**config.mk**
```make
export PLATFORM = sky130hd
export DESIGN_NAME = cu_read_data_unpacker
export DESIGN_NICKNAME = d
export VERILOG_FILES = /design/src/rtl/cu_pkg.sv /design/src/rtl/cu_elem_select.sv /design/src/rtl/cu_read_data_unpacker.sv
export SDC_FILE = /design/constraint.sdc
export NUM_CORES = 2
export LEC_CHECK = 0
export CAP_MARGIN = 20
export CORE_AREA = 2 2 440 442
export DETAILED_ROUTE_END_ITERATION = 8
export DIE_AREA = 0 0 442 444
export HOLD_SLACK_MARGIN = 0.05
export PLACE_DENSITY = 0.53
export SLEW_MARGIN = 10
export SYNTH_ARGS = -nofsm -noshare
export SYNTH_HDL_FRONTEND = slang
export SYNTH_HIERARCHICAL = 1
export SYNTH_SLANG_ARGS = --single-unit
```
**constraint.sdc**
```tcl
create_clock -name clock -period 2.8 [get_ports clock]
set_input_delay 0.7 -clock clock [delete_from_list [all_inputs] [get_ports clock]]
set_output_delay 0.7 -clock clock [all_outputs]
set_load 0.05 [all_outputs]
```
**src/rtl/cu_pkg.sv**
```systemverilog
// Shared types, sizing constants and helpers for the compute-unit read/write data paths.
package cu_pkg;

  localparam int unsigned DATA_SIZE_READ = 128;
  localparam int unsigned ARRAY_SIZE     = 4;
  localparam int unsigned CU_ID_W        = 8;

  localparam int unsigned ELEMS      = DATA_SIZE_READ / ARRAY_SIZE;
  localparam int unsigned IDX_W      = (ELEMS > 1) ? $clog2(ELEMS) : 1;
  localparam int unsigned CNT_W      = $clog2(ELEMS + 1);
  localparam int unsigned ELEM_W     = ARRAY_SIZE * 8;
  localparam int unsigned LINE_W     = DATA_SIZE_READ * 8;
  localparam int unsigned SIZE_SHIFT = $clog2(ARRAY_SIZE);

  typedef logic [CU_ID_W-1:0] cu_id_t;

  // Line data is MSB-first: data[0:7] is the first byte in memory.
  typedef struct packed {
    logic              valid;
    cu_id_t            cu_id;
    logic [0:LINE_W-1] data;
  } DataRead;

  typedef enum logic {
    StIdle,
    StUnpack
  } unpack_state_t;

  // First byte in memory becomes the least significant byte.
  function automatic logic [ELEM_W-1:0] swap_endianness_elem(input logic [0:ELEM_W-1] elem);
    logic [ELEM_W-1:0] swapped;
    swapped = '0;
    for (int b = 0; b < int'(ARRAY_SIZE); b++) begin
      swapped[b*8 +: 8] = elem[b*8 +: 8];
    end
    return swapped;
  endfunction

  // Illegal sizes (not a power of two, or larger than a line) clamp to a full line.
  function automatic logic [CNT_W-1:0] elem_count_from_size(input logic [11:0] size);
    logic [11:0] shifted;
    shifted = size >> SIZE_SHIFT;
    if (size == '0) begin
      return '0;
    end
    if (((size & (size - 12'd1)) != '0) || (size > 12'(DATA_SIZE_READ))) begin
      return CNT_W'(ELEMS);
    end
    if (shifted == '0) begin
      return CNT_W'(1);
    end
    return CNT_W'(shifted);
  endfunction

endpackage

```
**src/rtl/cu_elem_select.sv**
```systemverilog
// Combinational element mux plus byte swap: maps (line, idx) to a host-order element.
module cu_elem_select
  import cu_pkg::*;
(
  input  logic [0:LINE_W-1] line_i,
  input  logic [IDX_W-1:0]  idx_i,
  output logic [ELEM_W-1:0] elem_o
);

  logic [0:ELEM_W-1] raw;

  always_comb begin
    raw = '0;
    for (int k = 0; k < int'(ELEMS); k++) begin
      if (idx_i == IDX_W'(k)) begin
        raw = line_i[k*ELEM_W +: ELEM_W];
      end
    end
    elem_o = swap_endianness_elem(raw);
  end

endmodule

```
**src/rtl/cu_read_data_unpacker.sv**
```systemverilog
// Splits a returned read line into byte-swapped elements streamed one per cycle.
module cu_read_data_unpacker
  import cu_pkg::*;
(
  input  logic              clock,
  input  logic              reset,
  input  DataRead           read_data_in,
  input  logic [11:0]       read_size_in,
  output logic              read_data_in_ready,
  output logic              elem_out_valid,
  output cu_id_t            elem_out_cu_id,
  output logic [IDX_W-1:0]  elem_out_index,
  output logic [ELEM_W-1:0] elem_out_data,
  output logic              elem_out_last,
  input  logic              elem_out_ready,
  output logic [31:0]       elem_count_out
);

  unpack_state_t     state_q, state_d;
  logic [0:LINE_W-1] line_q, line_d;
  cu_id_t            cu_id_q, cu_id_d;
  logic [CNT_W-1:0]  n_q, n_d;
  logic [IDX_W-1:0]  idx_q, idx_d;
  logic [31:0]       count_q, count_d;

  logic [CNT_W-1:0]  n_in;
  logic              is_last;
  logic              load;

  always_comb begin
    n_in               = elem_count_from_size(read_size_in);
    is_last            = (state_q == StUnpack) && (CNT_W'(idx_q) == (n_q - CNT_W'(1)));
    state_d            = state_q;
    line_d             = line_q;
    cu_id_d            = cu_id_q;
    n_d                = n_q;
    idx_d              = idx_q;
    count_d            = count_q;
    read_data_in_ready = 1'b0;
    load               = 1'b0;

    case (state_q)
      StIdle: begin
        read_data_in_ready = 1'b1;
        if (read_data_in.valid && (n_in != '0)) begin
          load    = 1'b1;
          state_d = StUnpack;
        end
      end
      StUnpack: begin
        if (elem_out_ready) begin
          count_d = count_q + 32'd1;
          if (!is_last) begin
            idx_d = idx_q + IDX_W'(1);
          end else begin
            // Accept the next line in the last-element cycle so lines chain without a bubble.
            read_data_in_ready = 1'b1;
            if (read_data_in.valid && (n_in != '0)) begin
              load = 1'b1;
            end else begin
              state_d = StIdle;
            end
          end
        end
      end
      default: state_d = StIdle;
    endcase

    if (load) begin
      line_d  = read_data_in.data;
      cu_id_d = read_data_in.cu_id;
      n_d     = n_in;
      idx_d   = '0;
    end
  end

  always_ff @(posedge clock) begin
    if (reset) begin
      state_q <= StIdle;
      line_q  <= '0;
      cu_id_q <= '0;
      n_q     <= '0;
      idx_q   <= '0;
      count_q <= '0;
    end else begin
      state_q <= state_d;
      line_q  <= line_d;
      cu_id_q <= cu_id_d;
      n_q     <= n_d;
      idx_q   <= idx_d;
      count_q <= count_d;
    end
  end

  cu_elem_select u_elem_select (
    .line_i (line_q),
    .idx_i  (idx_q),
    .elem_o (elem_out_data)
  );

  assign elem_out_valid = (state_q == StUnpack);
  assign elem_out_last  = is_last;
  assign elem_out_index = idx_q;
  assign elem_out_cu_id = cu_id_q;
  assign elem_count_out = count_q;

endmodule

```
==> summary.txt <==
Clock tree
  • Clk sinks: 1,076
  • CTS Buf Count: 131
  • CTS Buffer Depth: 3
  • Worst-path clk slew: 0.06 ns
  • CTS Hold Bufs: 0
  • Clock Latency Late Sink: 0.83 ns
  • H-tree Lvls: 4
  • CTS tree: built
  • Clk root buf: clkbuf_16

Route
  • Routed len/inst: 32.88 um
  • Residual DRC count: 0
  • Initial drt markers: 7,409
  • Drt total wl: 347.9 mm
  • Drt first pass iters: 8
  • Final ANT Viol Nets: 0
  • Via count: 61,220
  • Post-DR vias/cell: 5.787

Hold path
  • Hold Crit Class: primary input to flip-flop
  • Hold Crit Start: reset

Placement
  • Setup WS pre-CTS: -1.822 ns
  • GP Congestion: 1.012
  • Dpl hpwl: 269.4 mm
  • Buffers on Ports: 1,127

Run
  • Max-cap violations: 0

Power
  • Clock Power Share: 41.6%
  • NetSw: 0.01224 W
  • Sequential power share: 40.4%
  • Combinational share of power: 18.0%
  • VDD IR max: 0.4819 mV
  • Cell-internal power: 0.02940 W
  • Total power draw: 0.04164 W
  • Switch share: 29.40%
  • Leakage: 27.91 nW
  • Pwr Density: 521.3 nW/um^2

Worst setup path
  • CP startpoint kind: flip-flop
  • CP Class: flip-flop to output pin
  • Max FO, Critical Path: 8
  • Data required time at the worst endpoint: 2.10 ns
  • Critical path endpoint category: output pin
  • Crit. Startpoint: elem_out_index[1]
  • RR Startpoint: elem_out_index[4]
  • Arrival time at the worst endpoint: 3.63 ns

Yosys
  • Top-area cell type share of the netlist area: 42.71%
  • Post-synthesis mux area share: 3.019%
  • Syn Nets: 7,557
  • Mapped Area: 50,440 sq um
  • Synth Area in Adders: 0.07442%
  • Avg Cell Area, Syn: 7.753 sq um
  • Sequential share of the synthesized area: 42.71%
  • Yosys cell types: 82
  • Synth Warn #: 6
  • Synth Register Bits: 1,076
  • Cell accounting for the most synthesized area: dfxtp_1
  • Asr flop ratio synth: 0%
  • Synth Area in XOR/XNOR: 0.6772%
  • Post-synthesis simple-gate area fraction: 15.14%
  • Post-Syn Instances: 6,506
  • Largest cells by area after synthesis: dfxtp_1 43%, a21oi_1 12%, nand3_1 10%
  • Combinational family with the most area after synthesis: compound AO/OA/AOI/OAI gates
  • Post-synthesis compound-gate area fraction: 31.85%
  • Top cells by count, synth: 1,233 x a21oi_1, 1,076 x dfxtp_1, 1,050 x nand3_1, 767 x o21ai_0, 501 x clkbuf_1
  • Post-synth EDFFs: 0
  • Synth Flop Type: dfxtp_1
  • Most frequent cell after synthesis: a21oi_1

Floorplan
  • Top Ports: 1,128
  • Initial Utilization: 26.33%
  • Core region area: 191,600 sq um
  • Die Y: 444 um
  • DIE AREA: 196,200 sq um
  • # rows: 161
  • Die width: 442 um

Outcome
  • Failing checks: setup timing
  • Status: finished with violations

Cells and area
  • Area grow syn2layout: 58.36%
  • Nets@finish: 8,943
  • Share of cells above drive strength 1: 20.76%
  • Final Util: 41.69%

Timing
  • Setup-violating endpoint count in the final report: 1,073
  • Worst slew margin: 43.30%
  • Pins Over Slew Limit: 0
  • Unrepaired setup endpoints after global routing: true
  • Final Hold Fails: 0
  • Final period utilization: 154.6%
  • Setup ws final: -1.530 ns
  • Setup TNS: -228.97 ns
  • Worst Max-Slew Pin Slew: 0.8440 ns
  • Fin crit period: 4.330 ns
  • Peak Freq: 231.0 MHz
  • Clk_skew: 0.05147 ns

Global route
  • Initial antenna violation count: 123
  • Pin count of the biggest net entering global routing: 200
  • Tot GR Track Use: 33.09%
  • First-pass GRT wire length: 459.4 mm
  • Vias in the first global route: 56,910
  • GRT overflow: 0
-- sequential cells by signal (all words and copies together) (netlist names) --
register / count
elem_out_index: 5
n_q: 6
elem_out_valid: 1
elem_out_cu_id: 8
elem_count_out: 32
line_q: 1024
-- logic make-up after synthesis --
| kind of cell | count (synthesis) |
|---|---|
| compound gates | 2936 |
| simple gates | 1546 |
| flops | 1076 |
| buf+inv | 780 |
| mux | 126 |
| xor+xnor | 39 |
| fa+ha+maj | 3 |
-- per-layer routing --
metal	wire length [um]	vias up	track usage, %	share of wire [%]
met4	25040	32	22.18	7.2
met2	159000	3243	52.37	46
met5	212	-	0	0.061
met3	27640	751	6.178	7.9
li1	-	26880	-	-
met1	135900	30320	40.94	39
-- path summary, 6_finish.rpt --
path	slack, ns	cells after the start	to
setup / recovery	-1.53	11	elem_out_data[23]
setup reg to reg	-0.33	14	line_q[182]
hold / removal	0.33	2	line_q[40]
hold reg to reg	0.47	2	line_q[884]
-- power groups by stage --
stage                     sequential [W]  combinational, W  clock, W
after floorplan                   0.0168           0.00287         0
after global placement            0.0171           0.00676         0
after detailed placement          0.0171           0.00679         0
after CTS                         0.0168           0.00711    0.0175
after global routing              0.0169           0.00778    0.0180
final                             0.0168           0.00750    0.0173
-- through the flow --
stage | cell area, sq um | hold WS (ns) | instances
final | 79870 | 0.3323 | 10580
after global routing | 79850 | 0.3569 | 10570
after CTS | 76870 | 0.3608 | 10430
after detailed placement | 69700 | 0.4632 | 10170
after global placement | 69690 | 0.4578 | 10170
after floorplan | 51460 | 0.4482 | 6506
-- repair_timing --
action,4_1_cts,5_1_grt
endpoints found under the setup margin,1106,1097
gates cloned,9,19
buffers inserted,41,75
resized for setup,490,450
pin swaps,100,135
-- cell usage in the layout (no fill, tap or decap), types with 40 or more instances in the layout --
master,instances
o21ai_0,667
nand2_1,99
o22ai_1,57
diode_2,71
a21oi_2,40
nor2_1,158
buf_8,46
dfxtp_1,1070
clkdlybuf4s50_1,1087
mux2i_1,76
a21oi_1,1165
clkbuf_16,151
buf_4,585
nand3_1,1026
buf_12,161
buf_6,95
o21ai_1,514
-- cell type report --
| cell class | count | area (sq um) |
|---|---|---|
| fillers | 19280 | 111700 |
| clock buffers | 193 | 3864 |
| well taps | 2526 | 3161 |
| flip-flops and latches | 1076 | 21560 |
| clock inverters | 30 | 386.6 |
| inverters | 18 | 103.9 |
| repair buffers | 2015 | 21360 |
| multi-input cells | 4650 | 29260 |
| diodes | 71 | 177.7 |
-- worst max-delay path, stage by stage, from the launching register on --
cell,delay [ns]
dfxtp_4,0.38
buf_8,0.15
buf_12,0.15
buf_12,0.13
a21oi_4,0.13
o22ai_4,0.09
a221oi_4,0.25
a21oi_4,0.13
a221oi_4,0.49
nor3_4,0.14
or4_4,0.61
buf_8,0.18
Note: power is estimated with default switching activity, not from simulation.
